===== config.mk =====
export PLATFORM = sky130hd
export DESIGN_NAME = rr_burst_arbiter
export DESIGN_NICKNAME = d
export VERILOG_FILES = /design/src/rtl/rr_burst_arbiter.sv
export SDC_FILE = /design/constraint.sdc
export NUM_CORES = 1
export LEC_CHECK = 0
export ABC_AREA = 1
export CAP_MARGIN = 0
export CORE_UTILIZATION = 44
export DETAILED_ROUTE_END_ITERATION = 16
export PLACE_DENSITY = 0.88
export SLEW_MARGIN = 20
export SYNTH_ARGS = -nofsm -noshare
export SYNTH_HDL_FRONTEND = slang
export SYNTH_HIERARCHICAL = 1
export SYNTH_SLANG_ARGS = --single-unit

===== constraint.sdc =====
create_clock -name clk -period 7.3 [get_ports clk]
set_input_delay 0.73 -clock clk [delete_from_list [all_inputs] [get_ports clk]]
set_output_delay 0.73 -clock clk [all_outputs]
set_load 0.02 [all_outputs]

===== src/rtl/rr_burst_arbiter.sv =====
// Round-robin val/rdy arbiter with burst locking and a one-entry output register
// carrying {source index, data}.
`timescale 1ns/1ps

module rr_burst_arbiter_lane #(
  parameter int nbits = 32
) (
  input  logic             val,
  input  logic             sel,
  input  logic             accept,
  input  logic [nbits-1:0] msg,
  output logic             rdy,
  output logic             xfer,
  output logic [nbits-1:0] msg_sel
);
  assign rdy     = sel & accept;
  assign xfer    = val & rdy;
  assign msg_sel = sel ? msg : '0;
endmodule

module rr_burst_arbiter #(
  parameter  int nbits      = 32,
  parameter  int ninputs    = 4,
  parameter  int max_burst  = 4,
  localparam int addr_nbits = $clog2(ninputs),
  localparam int cnt_nbits  = $clog2(max_burst + 1)
) (
  input  logic                          clk,
  input  logic                          reset,
  input  logic [ninputs-1:0]            istream_val,
  output logic [ninputs-1:0]            istream_rdy,
  input  logic [ninputs*nbits-1:0]      istream_msg,
  output logic                          ostream_val,
  input  logic                          ostream_rdy,
  output logic [addr_nbits+nbits-1:0]   ostream_msg
);
  logic                         out_val;
  logic [addr_nbits+nbits-1:0]  out_msg;
  logic [addr_nbits-1:0]        last_idx, grant;
  logic [cnt_nbits-1:0]         burst_cnt;
  logic                         has_grant, lock, accept, xfer;
  logic [ninputs-1:0][nbits-1:0] msg_a, msg_sel;
  logic [ninputs-1:0]           xfer_vec;
  logic [nbits-1:0]             grant_msg;

  assign msg_a  = istream_msg;
  // Ready is held low while reset is asserted so nothing handshakes in reset.
  assign accept = reset & (~out_val | ostream_rdy);
  assign lock   = (burst_cnt != '0) && (burst_cnt < cnt_nbits'(max_burst))
                  && istream_val[last_idx];

  // Cyclic scan starting after last_idx; last_idx itself is considered last.
  always_comb begin
    grant     = last_idx;
    has_grant = lock;
    if (!lock) begin
      for (int k = 1; k <= ninputs; k++) begin
        if (!has_grant && istream_val[(int'(last_idx) + k) % ninputs]) begin
          has_grant = 1'b1;
          grant     = addr_nbits'((int'(last_idx) + k) % ninputs);
        end
      end
    end
  end

  for (genvar i = 0; i < ninputs; i++) begin : g_lane
    rr_burst_arbiter_lane #(.nbits(nbits)) u_lane (
      .val     (istream_val[i]),
      .sel     (has_grant && (grant == addr_nbits'(i))),
      .accept  (accept),
      .msg     (msg_a[i]),
      .rdy     (istream_rdy[i]),
      .xfer    (xfer_vec[i]),
      .msg_sel (msg_sel[i])
    );
  end

  always_comb begin
    grant_msg = '0;
    for (int i = 0; i < ninputs; i++) grant_msg = grant_msg | msg_sel[i];
  end

  assign xfer = |xfer_vec;

  always_ff @(posedge clk or negedge reset) begin
    if (!reset) begin
      out_val   <= 1'b0;
      out_msg   <= '0;
      last_idx  <= addr_nbits'(ninputs - 1);
      burst_cnt <= '0;
    end else if (xfer) begin
      out_val   <= 1'b1;
      out_msg   <= {grant, grant_msg};
      last_idx  <= grant;
      burst_cnt <= lock ? burst_cnt + cnt_nbits'(1) : cnt_nbits'(1);
    end else if (ostream_rdy) begin
      out_val   <= 1'b0;
    end
  end

  assign ostream_val = out_val;
  assign ostream_msg = out_msg;
endmodule


==> flow_metrics.tcl <==
set metrics [dict create \
    crit_type "primary input to primary output" \
    cts.htree.levels 2 \
    syn-cell-area_um2 3373 \
    layout-drive-gt1-share_pct 8.908 \
    grt_use_met1_pct 27.27 \
    setup_tns_ns 0 \
    drc 0 \
    ios 174 \
    chipWidth_um 89.56 \
    cp-endpoint "istream_rdy[2]" \
    dp_hpwl_um 7724 \
    r2r_start "last_idx[0]" \
    yosysMostFrequentCell "nand2_1" \
    place_area_um2 5004 \
    post_drt_wl_per_cell_um 12.52 \
    synth_top_family_by_area "simple AND/OR/NAND/NOR gates" \
    vias 3700 \
    synth_top_area_share_pct 28.19 \
    utilization_pct 69.72 \
    clkSlewWorstSetupHoldPaths_ns 0.07 \
    start_kind "primary input" \
    avgSynthCellArea_um2 6.329 \
    synthArstFlopShare_pct 100.0 \
    synthAdderAreaFrac_pct 0.7418 \
    cp.required_ns 6.57 \
    critical_path.slowest_cell "clkdlybuf4s50_1" \
    antenna_cells 0 \
    crit_arrival_ns 3.09 \
    syn-num-nets 670 \
    cp_max_fo 9 \
    synth_area_leaders "dfrtp_1, nand2_1, inv_1" \
    final_max_slew_viol_count 0 \
    powerDensity_nw_per_um2 528.6 \
    grt_antenna_before_repair 0 \
    ant_nets 0 \
    grt_setup_unrepaired "no" \
    core_region_area_um2 7331 \
    r2r_slack_ns 3.85 \
    slew_headroom_pct 60.81 \
    maxCapViolCount 0 \
    crit_family "simple AND/OR/NAND/NOR gates" \
    hold_viol_final 0 \
    cpMostUsedCell "nand2_1" \
    final_area_um2 5111 \
    yosys.area_share.simple_pct 38.61 \
    crit_buf_inv 3 \
    p_total_mw 2.702 \
    synth_compound_area_share_pct 5.972 \
    cts.root.buffer_cell "clkbuf_8" \
    grt_pass1_vias 3342 \
    synth_common_cells "nand2_1, inv_1, dfrtp_1" \
    synth_top_flop_cell "dfrtp_1" \
    synth-seq-cells 40 \
    min_path_type "flop to flop" \
    synthCells 533 \
    ctsHoldBuffers 0 \
    peakVddDrop_mv 0.4378 \
    finalNetCount 832 \
    gp_congestion 0.9218 \
    postCtsSetupBuffers 0 \
    cts_buffer_depth 2 \
    routed_wl_um 9955 \
    holdWs_ns 0.4833 \
    cts_tree "yes" \
    worstMarginPinSlew_ns 0.5879 \
    clock-sinks 40 \
    vias_per_cell 4.654 \
    ys_seq_area_share_pct 29.75 \
    die_h_um 89.56 \
    met3_usage_pct 6.925 \
    initial_utilization_pct 46.01 \
    crit_cells 14 \
    fin_crit_ns 3.818 \
    slowest_delay_ns 0.60 \
    critPathCaptureType "primary output" \
    cp_cell_sequence "clkdlybuf4s50_1 > nand2_1 > nand3_1 > nand3_4 > nand2_8 > nand2_1 > nand2_1 > nand2_1 > nand3_1 > nand3_1 > nor2_2 > nand2_1 > inv_1 > clkdlybuf4s50_1" \
    fin_crit_sh_pct 52.30 \
    port_buffers 173 \
    reg2reg_to "burst_cnt[0]" \
    fmax_mhz 261.9 \
    grt_pass1_wl_um 14800 \
    drt_iter0_drc 191 \
    grtUsageTotal_pct 23.95 \
    cts_buffers 5 \
    setup_viol_count_final 0 \
    syn_to_final_growth_pct 51.52 \
    reg2reg_depth 16 \
    clk_latency_ns 0.28 \
    fp-row-count 31 \
    crit_start "istream_val[3]" \
    met2_usage_pct 43.87 \
    synth_mux_area_share_pct 0 \
    synth_xor_area_share_pct 0 \
    ys_types 27 \
    synth_edf_count 0 \
    busiest_layer "met2" \
    yosys.area.top_type "dfrtp_1" \
    clock_skew_ns 0.01367 \
    outcome "complete, no violations" \
    fp.dieArea_um2 8021 \
    cts.repair.resized 0 \
    dr.pass1.iters 4 \
    gr-total-overflow 0 \
    ys_warn_count 6 \
    grt_max_degree 72 \
    p_leak_nw 3.142 \
]
==> worst min-delay path by stage <==
| stage | end | slack (ns) | depth (start not counted) | from |
|---|---|---|---|---|
| final | ostream_msg[3] | 0.48 | 2 | ostream_msg[3] |
| after global placement | ostream_msg[3] | 0.46 | 2 | ostream_msg[3] |
| after global routing | burst_cnt[2] | 0.51 | 2 | burst_cnt[2] |
| after CTS | ostream_msg[5] | 0.49 | 2 | ostream_msg[5] |
| after floorplan | burst_cnt[0] | 0.43 | 0 | reset |
| after detailed placement | ostream_msg[5] | 0.47 | 2 | ostream_msg[5] |
==> flip-flops by register name, indices dropped and copies added (netlist names) <==
register and count:
burst_cnt 3, last_idx 2, ostream_msg 34, ostream_val 1
==> metrics by stage <==
step / cells / setup WS (ns)
after floorplan: 533 / 4.442
final: 795 / 3.482
after global routing: 795 / 3.356
after global placement: 787 / 3.549
after CTS: 795 / 3.512
after detailed placement: 787 / 3.399
==> cells by family (layout without fill, tap and decap cells) <==
logic type	count (synthesis)	after routing
AO/OA/AOI/OAI	39	39
adder cells (fa/ha/maj)	2	2
buffers and inverters	172	335
flip-flops	40	40
AND/OR/NAND/NOR	280	280
==> layer usage <==
layer  up-vias  wire (um)
met3        14        904
met2       144       4919
met1      1655       4012
met5         -          0
li1       1887          -
met4         0        119
==> cell type report <==
type,instances,area (um^2)
clock buffers,6,72.57
inverters,148,556.8
clock inverters,2,35.03
multi-input cells,321,1548
well taps,99,123.9
repair buffers,179,1772
fillers,577,2220
flip-flops and latches,40,1003
==> power breakdown <==
group / switching [mW] / internal, mW
combinational: 1.36 / 0.764
clock: 0.0722 / 0.101
sequential: 0.0663 / 0.338
==> cell usage in the layout (no fill, tap or decap), types with 2 or more instances in the layout <==
| cell | Yosys | routed |
|---|---|---|
| dfrtp_1 | 38 | 38 |
| nor2_2 | 0 | 4 |
| buf_4 | 0 | 6 |
| ha_1 | 2 | 2 |
| nand4_1 | 3 | 3 |
| nand3_4 | 2 | 2 |
| nor4_1 | 32 | 32 |
| inv_2 | 3 | 3 |
| o21ai_0 | 35 | 35 |
| nand2_2 | 30 | 30 |
| nand2_1 | 187 | 187 |
| nand3_1 | 11 | 11 |
| dfstp_2 | 2 | 2 |
| inv_1 | 144 | 144 |
| clkinv_2 | 1 | 2 |
| clkbuf_8 | 0 | 5 |
| clkdlybuf4s50_1 | 0 | 172 |
| nand3_2 | 3 | 3 |
| nor2_1 | 9 | 5 |
==> tightest hold or removal path, delay by kind of cell (launching register included) <==
| family | cells | cell delay (ns) |
|---|---|---|
| compound gates | 1 | 0.06 |
| simple gates | 1 | 0.05 |
| flops | 1 | 0.34 |
Note: power is estimated with default switching activity, not from simulation.
